<file path="src/rtl/hazard_ctrl_pkg.sv">
// Shared constants and state encoding for the pipeline hazard/stall controller.
// NOP_INST is the encoding of add r0,r0,r0 that decode injects as a bubble.
package hazard_ctrl_pkg;

    localparam int          STALL_CNT_WIDTH = 16;
    localparam logic [31:0] NOP_INST        = 32'h0000_0033;

    typedef enum logic [2:0] {
        HZ_RUN       = 3'd0,
        HZ_DC_WAIT   = 3'd1,
        HZ_IC_WAIT   = 3'd2,
        HZ_LU_BUBBLE = 3'd3,
        HZ_FLUSH     = 3'd4
    } hz_state_t;

endpackage

</file>
<file path="src/rtl/hazard_ctrl_load_use_detect.sv">
// Combinational load-use compare between the decode sources and the ALU-stage load.
// Register 0 is hard-wired, so a load targeting it never creates a dependency.
module load_use_detect #(
    parameter int ADDR_WIDTH = 5
) (
    input  logic [ADDR_WIDTH-1:0] dec_addrA,
    input  logic [ADDR_WIDTH-1:0] dec_addrB,
    input  logic                  dec_uses_a,
    input  logic                  dec_uses_b,
    input  logic                  alu_mem_r_en,
    input  logic [ADDR_WIDTH-1:0] alu_regD,
    output logic                  lu
);

    logic hit_a;
    logic hit_b;

    assign hit_a = dec_uses_a && (dec_addrA == alu_regD);
    assign hit_b = dec_uses_b && (dec_addrB == alu_regD);
    assign lu    = alu_mem_r_en && (alu_regD != '0) && (hit_a || hit_b);

endmodule

</file>
<file path="src/rtl/hazard_ctrl.sv">
// Pipeline hazard controller: stage enables, NOP-bubble select, fetch flush,
// a pending-flush flag that survives data-cache freezes, and a saturating stall counter.
module hazard_ctrl
    import hazard_ctrl_pkg::*;
#(
    parameter int ADDR_WIDTH = 5,
    parameter int INST_WIDTH = 32,
    parameter int CNT_WIDTH  = STALL_CNT_WIDTH
) (
    input  logic                  clk,
    input  logic                  reset,
    input  logic [ADDR_WIDTH-1:0] dec_addrA,
    input  logic [ADDR_WIDTH-1:0] dec_addrB,
    input  logic                  dec_uses_a,
    input  logic                  dec_uses_b,
    input  logic                  alu_mem_r_en,
    input  logic [ADDR_WIDTH-1:0] alu_regD,
    input  logic                  branch_taken,
    input  logic                  block_pipe_data_cache,
    input  logic                  block_pipe_instr_cache,
    input  logic                  clear_stats,
    output logic                  EN_REG_FETCH,
    output logic                  EN_REG_DECODE,
    output logic                  EN_REG_ALU,
    output logic                  EN_REG_MEM,
    output logic                  injecting_nop,
    output logic [INST_WIDTH-1:0] inject_nop,
    output logic                  flush_fetch,
    output logic [CNT_WIDTH-1:0]  stall_count,
    output logic [2:0]            state
);

    function automatic logic [CNT_WIDTH-1:0] sat_inc(input logic [CNT_WIDTH-1:0] v);
        return (v == '1) ? v : v + 1'b1;
    endfunction

    hz_state_t            state_q;
    hz_state_t            state_d;
    logic                 pending_flush_q;
    logic                 pending_flush_d;
    logic                 lu;
    logic                 flush_due;
    logic                 stall_cycle;
    logic [CNT_WIDTH-1:0] stall_count_q;

    load_use_detect #(
        .ADDR_WIDTH(ADDR_WIDTH)
    ) u_load_use_detect (
        .dec_addrA   (dec_addrA),
        .dec_addrB   (dec_addrB),
        .dec_uses_a  (dec_uses_a),
        .dec_uses_b  (dec_uses_b),
        .alu_mem_r_en(alu_mem_r_en),
        .alu_regD    (alu_regD),
        .lu          (lu)
    );

    // A second flush bubble is owed either in FLUSH or after a freeze that interrupted it.
    assign flush_due = (state_q == HZ_FLUSH) || pending_flush_q;

    always_comb begin
        EN_REG_FETCH    = 1'b1;
        EN_REG_DECODE   = 1'b1;
        EN_REG_ALU      = 1'b1;
        EN_REG_MEM      = 1'b1;
        injecting_nop   = 1'b0;
        flush_fetch     = 1'b0;
        state_d         = HZ_RUN;
        pending_flush_d = 1'b0;

        if (block_pipe_data_cache) begin
            EN_REG_FETCH    = 1'b0;
            EN_REG_DECODE   = 1'b0;
            EN_REG_ALU      = 1'b0;
            EN_REG_MEM      = 1'b0;
            state_d         = HZ_DC_WAIT;
            pending_flush_d = flush_due;
        end else if (block_pipe_instr_cache) begin
            EN_REG_FETCH  = 1'b0;
            injecting_nop = 1'b1;
            state_d       = HZ_IC_WAIT;
        end else if (branch_taken) begin
            injecting_nop = 1'b1;
            flush_fetch   = 1'b1;
            state_d       = HZ_FLUSH;
        end else if (flush_due) begin
            injecting_nop = 1'b1;
            state_d       = HZ_RUN;
        end else if (lu) begin
            EN_REG_FETCH  = 1'b0;
            injecting_nop = 1'b1;
            state_d       = HZ_LU_BUBBLE;
        end

        // Reset holds the pipe still with a bubble selected, regardless of inputs.
        if (reset) begin
            EN_REG_FETCH  = 1'b0;
            EN_REG_DECODE = 1'b0;
            EN_REG_ALU    = 1'b0;
            EN_REG_MEM    = 1'b0;
            injecting_nop = 1'b1;
            flush_fetch   = 1'b0;
        end
    end

    always_ff @(posedge clk or posedge reset) begin
        if (reset) begin
            state_q         <= HZ_RUN;
            pending_flush_q <= 1'b0;
        end else begin
            state_q         <= state_d;
            pending_flush_q <= pending_flush_d;
        end
    end

    assign stall_cycle = !EN_REG_FETCH || injecting_nop;

    always_ff @(posedge clk or posedge reset) begin
        if (reset) begin
            stall_count_q <= '0;
        end else if (clear_stats) begin
            stall_count_q <= '0;
        end else if (stall_cycle) begin
            stall_count_q <= sat_inc(stall_count_q);
        end
    end

    assign stall_count = stall_count_q;
    assign state       = state_q;
    assign inject_nop  = INST_WIDTH'(NOP_INST);

endmodule

</file>
<file path="config.mk">
export PLATFORM = sky130hd
export DESIGN_NAME = hazard_ctrl
export DESIGN_NICKNAME = d
export VERILOG_FILES = /design/src/rtl/hazard_ctrl_pkg.sv /design/src/rtl/hazard_ctrl_load_use_detect.sv /design/src/rtl/hazard_ctrl.sv
export SDC_FILE = /design/constraint.sdc
export NUM_CORES = 1
export LEC_CHECK = 0
export CORE_UTILIZATION = 35
export CTS_CLUSTER_DIAMETER = 60
export DETAILED_ROUTE_END_ITERATION = 12
export PLACE_DENSITY_LB_ADDON = 0.3
export SLEW_MARGIN = 10
export SYNTH_ARGS = -nofsm -noshare
export SYNTH_HDL_FRONTEND = slang
export SYNTH_SLANG_ARGS = --single-unit
</file>
<file path="constraint.sdc">
create_clock -name clk -period 1.9 [get_ports clk]
set_input_delay 0.38 -clock clk [delete_from_list [all_inputs] [get_ports clk]]
set_output_delay 0.38 -clock clk [all_outputs]
set_load 0.02 [all_outputs]
</file>
==> results.yml, run 1 <==
status:
  status: "complete, but fails checks"
  violations: "setup timing"
global_route:
  grt_pass1_vias: 1180
  grt_pass1_wl_um: 5080
  grt.total_usage_pct: 15.2
  gr-total-overflow: 0
  antenna_found_initial: 0
  grt_max_degree: 21
worst_setup_path:
  slowest_delay_ns: 0.51
  arrival_ns: 1.80
  path_cells: "buf_6, or4_4, o21ai_1, inv_1, and2_4, buf_6, nor2b_1, o21ai_1, buf_4"
  crit_path_start_kind: "input port"
  reg2regPathDepth: 6
  cp_data_required_time_ns: 1.52
  cp-end-kind: "primary output"
  path_delay_family: "simple AND/OR/NAND/NOR gates"
  crit_fanout: 2
  critPathSlowestCell: "or4_4"
  crit_cells: 9
  crit_type: "input port to primary output"
  crit_buf_inv: 4
place:
  numPortBuffers: 48
  gp_congestion: 0.770
  place_inst: 284
  hpwl_um: 2470
  pre_cts_ws_ns: -1.05
synth:
  synthAdderAreaFrac_pct: 0.855
  synth_area_um2: 1460
  synth_cells: 169
  yosysWarnings: 0
  synth-edff-count: 0
  ys_ff_latch: 20
  synthDistinctLibCells: 30
  yosys.area_share.simple_pct: 24.4
  synthFlopType: "dfrtp_1"
  yosys-mux-area-fraction_pct: 3.08
  ys_seq_area_share_pct: 34.2
  syn_avg_cell_area_um2: 8.65
  synth_xor_area_share_pct: 12.0
  synth_top_family_by_area: "simple AND/OR/NAND/NOR gates"
  synth-compound-area-share_pct: 5.13
  ys_async_sr_fraction_pct: 100
floorplan:
  num_rows: 23
  core-area_um2: 4000
  die_w_um: 66.6
  start_util_pct: 36.6
  die_h_um: 66.6
  io_pins: 81
  die_area_um2: 4440
drt:
  viasPerCell: 4.54
  routedWlPerCell_um: 11.4
  drcViolationCount: 0
  routed_wl_um: 3340
  ant_nets: 0
  first_iter_violations: 45
  dr.pass1.iters: 4
  via_count: 1330
power_and_ir_drop:
  p_leak_nw: 1.04
  power_density_nw_per_um2: 479
  peakVddDrop_mv: 0.212
layout:
  layout-drive-gt1-share_pct: 25.9
  fin_util_pct: 55.5
  layout_common_cells: "conb_1, buf_4, clkdlybuf4s50_1"
  diodes: 0
  syn_to_final_growth_pct: 51.8
  layout.nets: 269
  final_common_cell: "conb_1"
  instances_no_fill: 293
clock_tree:
  cts_max_level: 1
  cts_sinks: 20
  clk_pin_slew_worst_paths_ns: 0.08
  cts_buffers: 3
  clockBufferDepth: 2
  clockRootBuffer: "clkbuf_8"
  cts_tree: "yes"
  insertion_delay_ns: 0.26
sta:
  hold_viol_final: 0
  finalCritPeriodShare_pct: 114
  fmaxAchievable_ghz: 0.460
  rsz0062_at_grt: "true"
  period_needed_ns: 2.18
  clock_skew_ns: 0.00459
  fin_setup_tns_ns: -0.511
  setup_slack_ns: -0.275
  finalSetupViolations: 2
  slew_violations: 0
hold_path:
  min_path_type: "input port to asynchronous set/reset pin"
run:
  drv_cap: 0
## power by group
part | internal [mW] | leakage [nW] | switching [mW]
clock | 0.185 | 0.0288 | 0.146
combinational | 0.128 | 0.739 | 0.163
sequential | 0.435 | 0.273 | 0.00651
## stage by stage
step                hold slack, ns  cell area [um2]  total power [mW]
finish                       0.533             2220              1.06
global placement             0.557             2060             0.733
CTS                          0.543             2160              1.06
floorplan                    0.351             1600             0.652
detailed placement           0.568             2060             0.736
global route                 0.584             2220              1.12
## metal layers
| metal | wire, um | global-route usage, % |
|---|---|---|
| met1 | 1350 | 17.0 |
| met2 | 1730 | 28.0 |
| met3 | 228 | 3.60 |
| met4 | 31 | 4.79 |
| met5 | 0 | 0 |
## final cells by class
cell class / instances / area (um2)
Clock buffer: 4 / 55.1
Fill cell: 396 / 1780
Inverter: 4 / 15.0
Multi-Input combinational cell: 137 / 910
Sequential cell: 20 / 500
Tap cell: 50 / 62.6
Timing Repair Buffer: 78 / 677
## cells in the mapped netlist, drive strengths merged, types with 2 or more instances
cell | count | share of area [%]
and3 | 5 | 2.1
buf | 36 | 18
nor2b | 6 | 2.6
nand4 | 7 | 3.0
dfrtp | 20 | 34
mux2 | 4 | 3.1
nand2 | 7 | 1.8
clkbuf | 2 | 0.51
nor2 | 21 | 5.6
nor3 | 6 | 2.1
a21o | 2 | 1.0
inv | 4 | 1.0
and2 | 2 | 0.86
nor3b | 4 | 2.1
xnor2 | 20 | 12
nand3 | 7 | 2.4
conb | 2 | 0.51
a21oi | 4 | 1.6
o21ai | 3 | 1.0
## repair_timing
item	CTS	global route
hold endpoints to repair	0	0
hold buffers	0	0
gates resized for setup	61	19
buffers inserted	7	3
pin swaps	23	6
endpoints found under the setup margin	22	21
cloned	0	1
## worst paths after layout
path,slack (ns),startpoint,endpoint
setup / recovery,-0.28,alu_regD[2],injecting_nop
setup reg to reg,0.07,stall_count[11],stall_count[13]
max in group asynchronous,1.15,reset,stall_count[4]
hold / removal,0.53,reset,state[2]
min in group clk,0.58,stall_count[8],stall_count[8]
hold reg to reg,0.58,stall_count[8],stall_count[8]
## registers in the layout, indices dropped and copies added, names as in the netlist
signal,cells
pending_flush_q,1
stall_count,16
state,3
## worst min-delay path, cell delays in order
cell             delay (ns)
clkdlybuf4s50_1        0.45
inv_1                  0.08
buf_4                  0.27
## logic make-up after synthesis
logic type,count (synthesis)
AND/OR/NAND/NOR,68
buffers and inverters,42
XOR/XNOR,20
flip-flops,20
AO/OA/AOI/OAI,12
multiplexers,4
other,2
adder cells (fa/ha/maj),1
Note: power is estimated with default switching activity, not from simulation.
==> run 2: changes to the inputs <==
--- a/config.mk
+++ b/config.mk
@@ -5,7 +5,9 @@
 export SDC_FILE = /design/constraint.sdc
 export NUM_CORES = 1
 export LEC_CHECK = 0
-export CORE_UTILIZATION = 35
+export CORE_MARGIN = 10
+export CORE_UTILIZATION = 42
+export CTS_BUF_LIST = sky130_fd_sc_hd__clkbuf_16
 export CTS_CLUSTER_DIAMETER = 60
 export DETAILED_ROUTE_END_ITERATION = 12
 export PLACE_DENSITY_LB_ADDON = 0.3
==> constraint.sdc (replaced) <==
create_clock -name clk -period 2.65 [get_ports clk]
set_input_delay 0.53 -clock clk [delete_from_list [all_inputs] [get_ports clk]]
set_output_delay 0.53 -clock clk [all_outputs]
set_load 0.02 [all_outputs]
==> results.yml, run 2 (synthesis gave the netlist of run 1 again) <==
status:
  status: "finished, final reports clean"
global_route:
  grt_max_degree: 21
  grt_pass1_vias: 1312
  antenna_found_initial: 0
  gr-total-overflow: 0
  grt_pass1_wl_um: 5870
  grt.total_usage_pct: 11.3
clock_tree:
  insertion_delay_ns: 0.25
  cts_sinks: 20
  clk_pin_slew_worst_paths_ns: 0.05
  cts_max_level: 1
  cts_buffers: 3
  clockRootBuffer: "clkbuf_16"
  cts_tree: "yes"
  cts_hold_buffers: 0
  clockBufferDepth: 2
  postCtsSetupRepairBufs: 0
run:
  drv_cap: 0
layout:
  postLayoutCellArea_um2: 2070
  syn_to_final_growth_pct: 41.6
  largest_reg_flops: 16
  layout-drive-gt1-share_pct: 14.4
  n_fill_cell: 331
  diodes: 0
  layout_common_cells: "clkdlybuf4s50_1, conb_1, xnor2_1, nor2_1, dfrtp_1"
  layout.nets: 256
  final_common_cell: "clkdlybuf4s50_1"
drt:
  drcViolationCount: 0
  routed_wl_um: 3520
  routedWlPerCell_um: 12.8
  ant_nets: 0
  first_iter_violations: 38
  via_count: 1226
  dr.pass1.iters: 4
  viasPerCell: 4.46
sta:
  slew_violations: 0
  worst_pin_slew_ns: 0.519
  clock_skew_ns: 0.00115
  period_needed_ns: 2.57
  timing.hold.ws_ns: 0.583
  slew-limit-headroom_pct: 65.3
  finalCritPeriodShare_pct: 96.9
  hold_viol_final: 0
  fmaxAchievable_ghz: 0.389
  fin_setup_tns_ns: 0
  finalSetupViolations: 0
  rsz0062_at_grt: "false"
  setup_slack_ns: 0.0822
worst_setup_path:
  path_common_cell: "and2_4"
  cp-end-kind: "primary output"
  path_cells: "clkdlybuf4s15_1, or4_1, o21ai_1, inv_1, and2_4, a31oi_4, and2_4, buf_6"
  crit_type: "input port to primary output"
  arrival_ns: 2.04
  slowest_delay_ns: 0.53
  r2r_slack_ns: 0.71
  critPathSlowestCell: "or4_1"
  cp_data_required_time_ns: 2.12
  crit_fanout: 3
  crit_buf_inv: 3
  path_delay_family: "simple AND/OR/NAND/NOR gates"
  crit_path_start_kind: "input port"
floorplan:
  num_rows: 21
  die_h_um: 79.0
  die_w_um: 79.0
  start_util_pct: 43.5
  die_area_um2: 6240
  io_pins: 81
  core-area_um2: 3360
power_and_ir_drop:
  p_leak_nw: 0.936
  power_mw: 0.818
  peakVddDrop_mv: 0.192
  power_density_nw_per_um2: 395
place:
  hpwl_um: 2940
  placedInstanceArea_um2: 1970
  pre_cts_ws_ns: -0.706
  gp_congestion: 0.781
  numPortBuffers: 48
hold_path:
  min_path_type: "register to register"
run 2: cell types whose count changed in the layout (fill, tap and decap cells not counted), sizes merged:
cell / delta
buf: -18
clkdlybuf4s50: +15
dlygate4sd2: -11
clkbuf: -4
clkdlybuf4s15: +2
dlymetal6s2s: +2
run 2: stage by stage:
| step | util [%] | cells |
|---|---|---|
| after floorplan | - | 199 |
| after global placement | 58.4 | 272 |
| after detailed placement | 58.4 | 272 |
| after CTS | 61.0 | 275 |
| after global routing | 61.6 | 275 |
| final | 61.6 | 275 |
run 2: timing repair:
item                                    in CTS  in global routing
resized for setup                           19                  8
endpoints found under the setup margin       2                  3
pin swaps                                    4                  3
endpoints found under the hold margin        0                  0
run 2: worst paths after layout:
check | start | endpoint | depth (start not counted)
worst max-delay path | alu_regD[1] | EN_REG_FETCH | 8
max in group asynchronous | reset | stall_count[12] | 3
min in group asynchronous | reset | pending_flush_q | 3
worst max register to register | state[0] | stall_count[12] | 9
worst min register to register | stall_count[8] | stall_count[8] | 2
worst min-delay path | stall_count[8] | stall_count[8] | 2
run 2: power by group:
part           total [mW]  switching, mW  internal, mW
Combinational       0.191          0.106        0.0847
Sequential          0.321        0.00812         0.313
Clock               0.306          0.107         0.199
Total               0.818          0.222         0.596
run 2: area by class of cell:
cell class | instances | area, um2 | share of cell area, %
Tap cell | 46 | 57.6 | 2.78
Multi-Input combinational cell | 137 | 812 | 39.2
Timing Repair Buffer | 65 | 611 | 29.5
Sequential cell | 20 | 500 | 24.2
Inverter | 4 | 15.0 | 0.725
Clock buffer | 3 | 75.1 | 3.63
run 2: tightest hold or removal path: cells and delay by family (launching register included):
family | cells | cell delay, ns
xor+xnor | 1 | 0.09
simple gates | 1 | 0.08
flops | 1 | 0.37
run 2: routing by layer:
metal  share of wire (%)  track usage [%]  up-vias
met2                  48             19.2       48
met1                  38             10.8      557
li1                    -                -      616
met5                   0                0        -
met4                 1.2             4.30        0
met3                  12             6.98        5
==> run 3: changes to the inputs <==
--- a/config.mk
+++ b/config.mk
@@ -6,8 +6,8 @@
 export NUM_CORES = 1
 export LEC_CHECK = 0
 export CORE_MARGIN = 10
-export CORE_UTILIZATION = 42
-export CTS_BUF_LIST = sky130_fd_sc_hd__clkbuf_16
+export CORE_UTILIZATION = 43
+export CTS_BUF_LIST = sky130_fd_sc_hd__clkbuf_4 sky130_fd_sc_hd__clkbuf_8
 export CTS_CLUSTER_DIAMETER = 60
 export DETAILED_ROUTE_END_ITERATION = 12
 export PLACE_DENSITY_LB_ADDON = 0.3
==> results.yml, run 3 (synthesis gave the netlist of run 1 again) <==
place:
  gp_congestion: 0.809
  numPortBuffers: 48
  hpwl_um: 2970
  pre_cts_ws_ns: -0.690
  placedInstanceArea_um2: 1970
drt:
  routedWlPerCell_um: 13.2
  first_iter_violations: 66
  drcViolationCount: 0
  viasPerCell: 4.53
  via_count: 1267
  dr.pass1.iters: 4
  ant_nets: 0
  routed_wl_um: 3690
layout:
  layout_common_cells: "clkdlybuf4s50_1, conb_1, buf_4"
  final_common_cell: "clkdlybuf4s50_1"
  largest_reg_flops: 16
  layout-drive-gt1-share_pct: 17.5
  syn_to_final_growth_pct: 41.1
  diodes: 0
  postLayoutCellArea_um2: 2060
  layout.nets: 260
  fin_util_pct: 62.4
sta:
  worst_pin_slew_ns: 0.545
  hold_viol_final: 0
  finalSetupViolations: 0
  setup_slack_ns: 0.0518
  clock_skew_ns: 0.00234
  slew-limit-headroom_pct: 63.5
  fmaxAchievable_ghz: 0.385
  slew_violations: 0
  period_needed_ns: 2.60
  finalCritPeriodShare_pct: 98.0
  rsz0062_at_grt: "false"
worst_setup_path:
  cp-end-kind: "primary output"
  arrival_ns: 2.07
  crit_path_start_kind: "input port"
  crit_fanout: 3
  cp_data_required_time_ns: 2.12
  crit_type: "input port to primary output"
global_route:
  gr-total-overflow: 0
  grt_pass1_vias: 1281
  grt_pass1_wl_um: 5910
  grt.total_usage_pct: 11.5
  antenna_found_initial: 0
  grt_max_degree: 21
clock_tree:
  cts_sinks: 20
  insertion_delay_ns: 0.30
  clockBufferDepth: 2
  clk_pin_slew_worst_paths_ns: 0.12
  cts_max_level: 1
  cts_tree: "yes"
  cts_buffers: 3
  cts_hold_buffers: 0
  clockRootBuffer: "clkbuf_4"
run:
  drv_cap: 0
power_and_ir_drop:
  switchingPower_mw: 0.214
  power_mw: 0.699
  combPwrFrac_pct: 28.4
  power.share.clock_pct: 25.9
  p_leak_nw: 0.925
  power.internal_mw: 0.485
  power_density_nw_per_um2: 339
  peakVddDrop_mv: 0.222
  power_frac_seq_pct: 45.8
  swShare_pct: 30.6
floorplan:
  die_h_um: 78.3
  die_area_um2: 6130
  core-area_um2: 3310
  die_w_um: 78.3
  io_pins: 81
  start_util_pct: 44.2
  num_rows: 21
status:
  status: "finished, final reports clean"
hold_path:
  min_path_type: "register to register"
run 3: cell count changes in the layout (fill, tap and decap cells not counted), sizes merged:
| cell | delta |
|---|---|
| clkdlybuf4s15 | -1 |
| clkbuf | +1 |
| clkdlybuf4s50 | +1 |
| dlygate4sd2 | +1 |
| dlymetal6s2s | -1 |
| buf | +4 |
run 3: layout make-up:
class	instances	area, um2
fillers	324	1250
repair buffers	69	637
clock buffers	4	36.3
inverters	4	15.0
flip-flops and latches	20	500
well taps	46	57.6
multi-input cells	137	818
run 3: power groups by stage:
stage	Combinational, mW	Sequential [mW]	Clock [mW]
after detailed placement	0.189	0.326	0
after global routing	0.215	0.322	0.201
after floorplan	0.130	0.333	0
after CTS	0.194	0.320	0.185
after global placement	0.187	0.326	0
final	0.199	0.320	0.181
run 3: what timing repair did:
action	in CTS	in global routing
endpoints found under the setup margin	2	2
gates resized for setup	21	7
cloned	0	0
pin swaps	4	5
setup buffers	3	1
run 3: path summary, 6_finish.rpt:
check                                       end  slack, ns  cells after the start             from
max in group asynchronous        stall_count[0]       1.82                      3            reset
worst max register to register  stall_count[11]       0.63                      9         state[0]
min in group asynchronous       pending_flush_q       0.62                      3            reset
worst min-delay path            pending_flush_q       0.59                      2  pending_flush_q
worst min register to register  pending_flush_q       0.59                      2  pending_flush_q
worst max-delay path               EN_REG_FETCH       0.05                      8      alu_regD[3]
run 3: metal layers:
layer | global-route usage, % | part of all wire (%) | up-vias
met3 | 7.52 | 12 | 4
met2 | 20.1 | 50 | 54
met5 | 0 | 0 | -
li1 | - | - | 628
met4 | 3.23 | 0.79 | 0
met1 | 10.9 | 37 | 581
run 3: worst max-delay path, stage by stage:
cell and delay, ns:
dlygate4sd2_1 0.25, or4_4 0.49, o21ai_2 0.14, inv_2 0.05
and2_4 0.17, a31oi_4 0.17, and2_4 0.16, buf_6 0.11
run 3: through the flow:
| stage | instances | hold WS [ns] | TNS, ns |
|---|---|---|---|
| after CTS | 279 | 0.575 | 0 |
| after global placement | 272 | 0.513 | -1.17 |
| after detailed placement | 272 | 0.519 | -1.21 |
| after floorplan | 199 | 0.492 | 0 |
| after global routing | 280 | 0.606 | 0 |
| final | 280 | 0.588 | 0 |
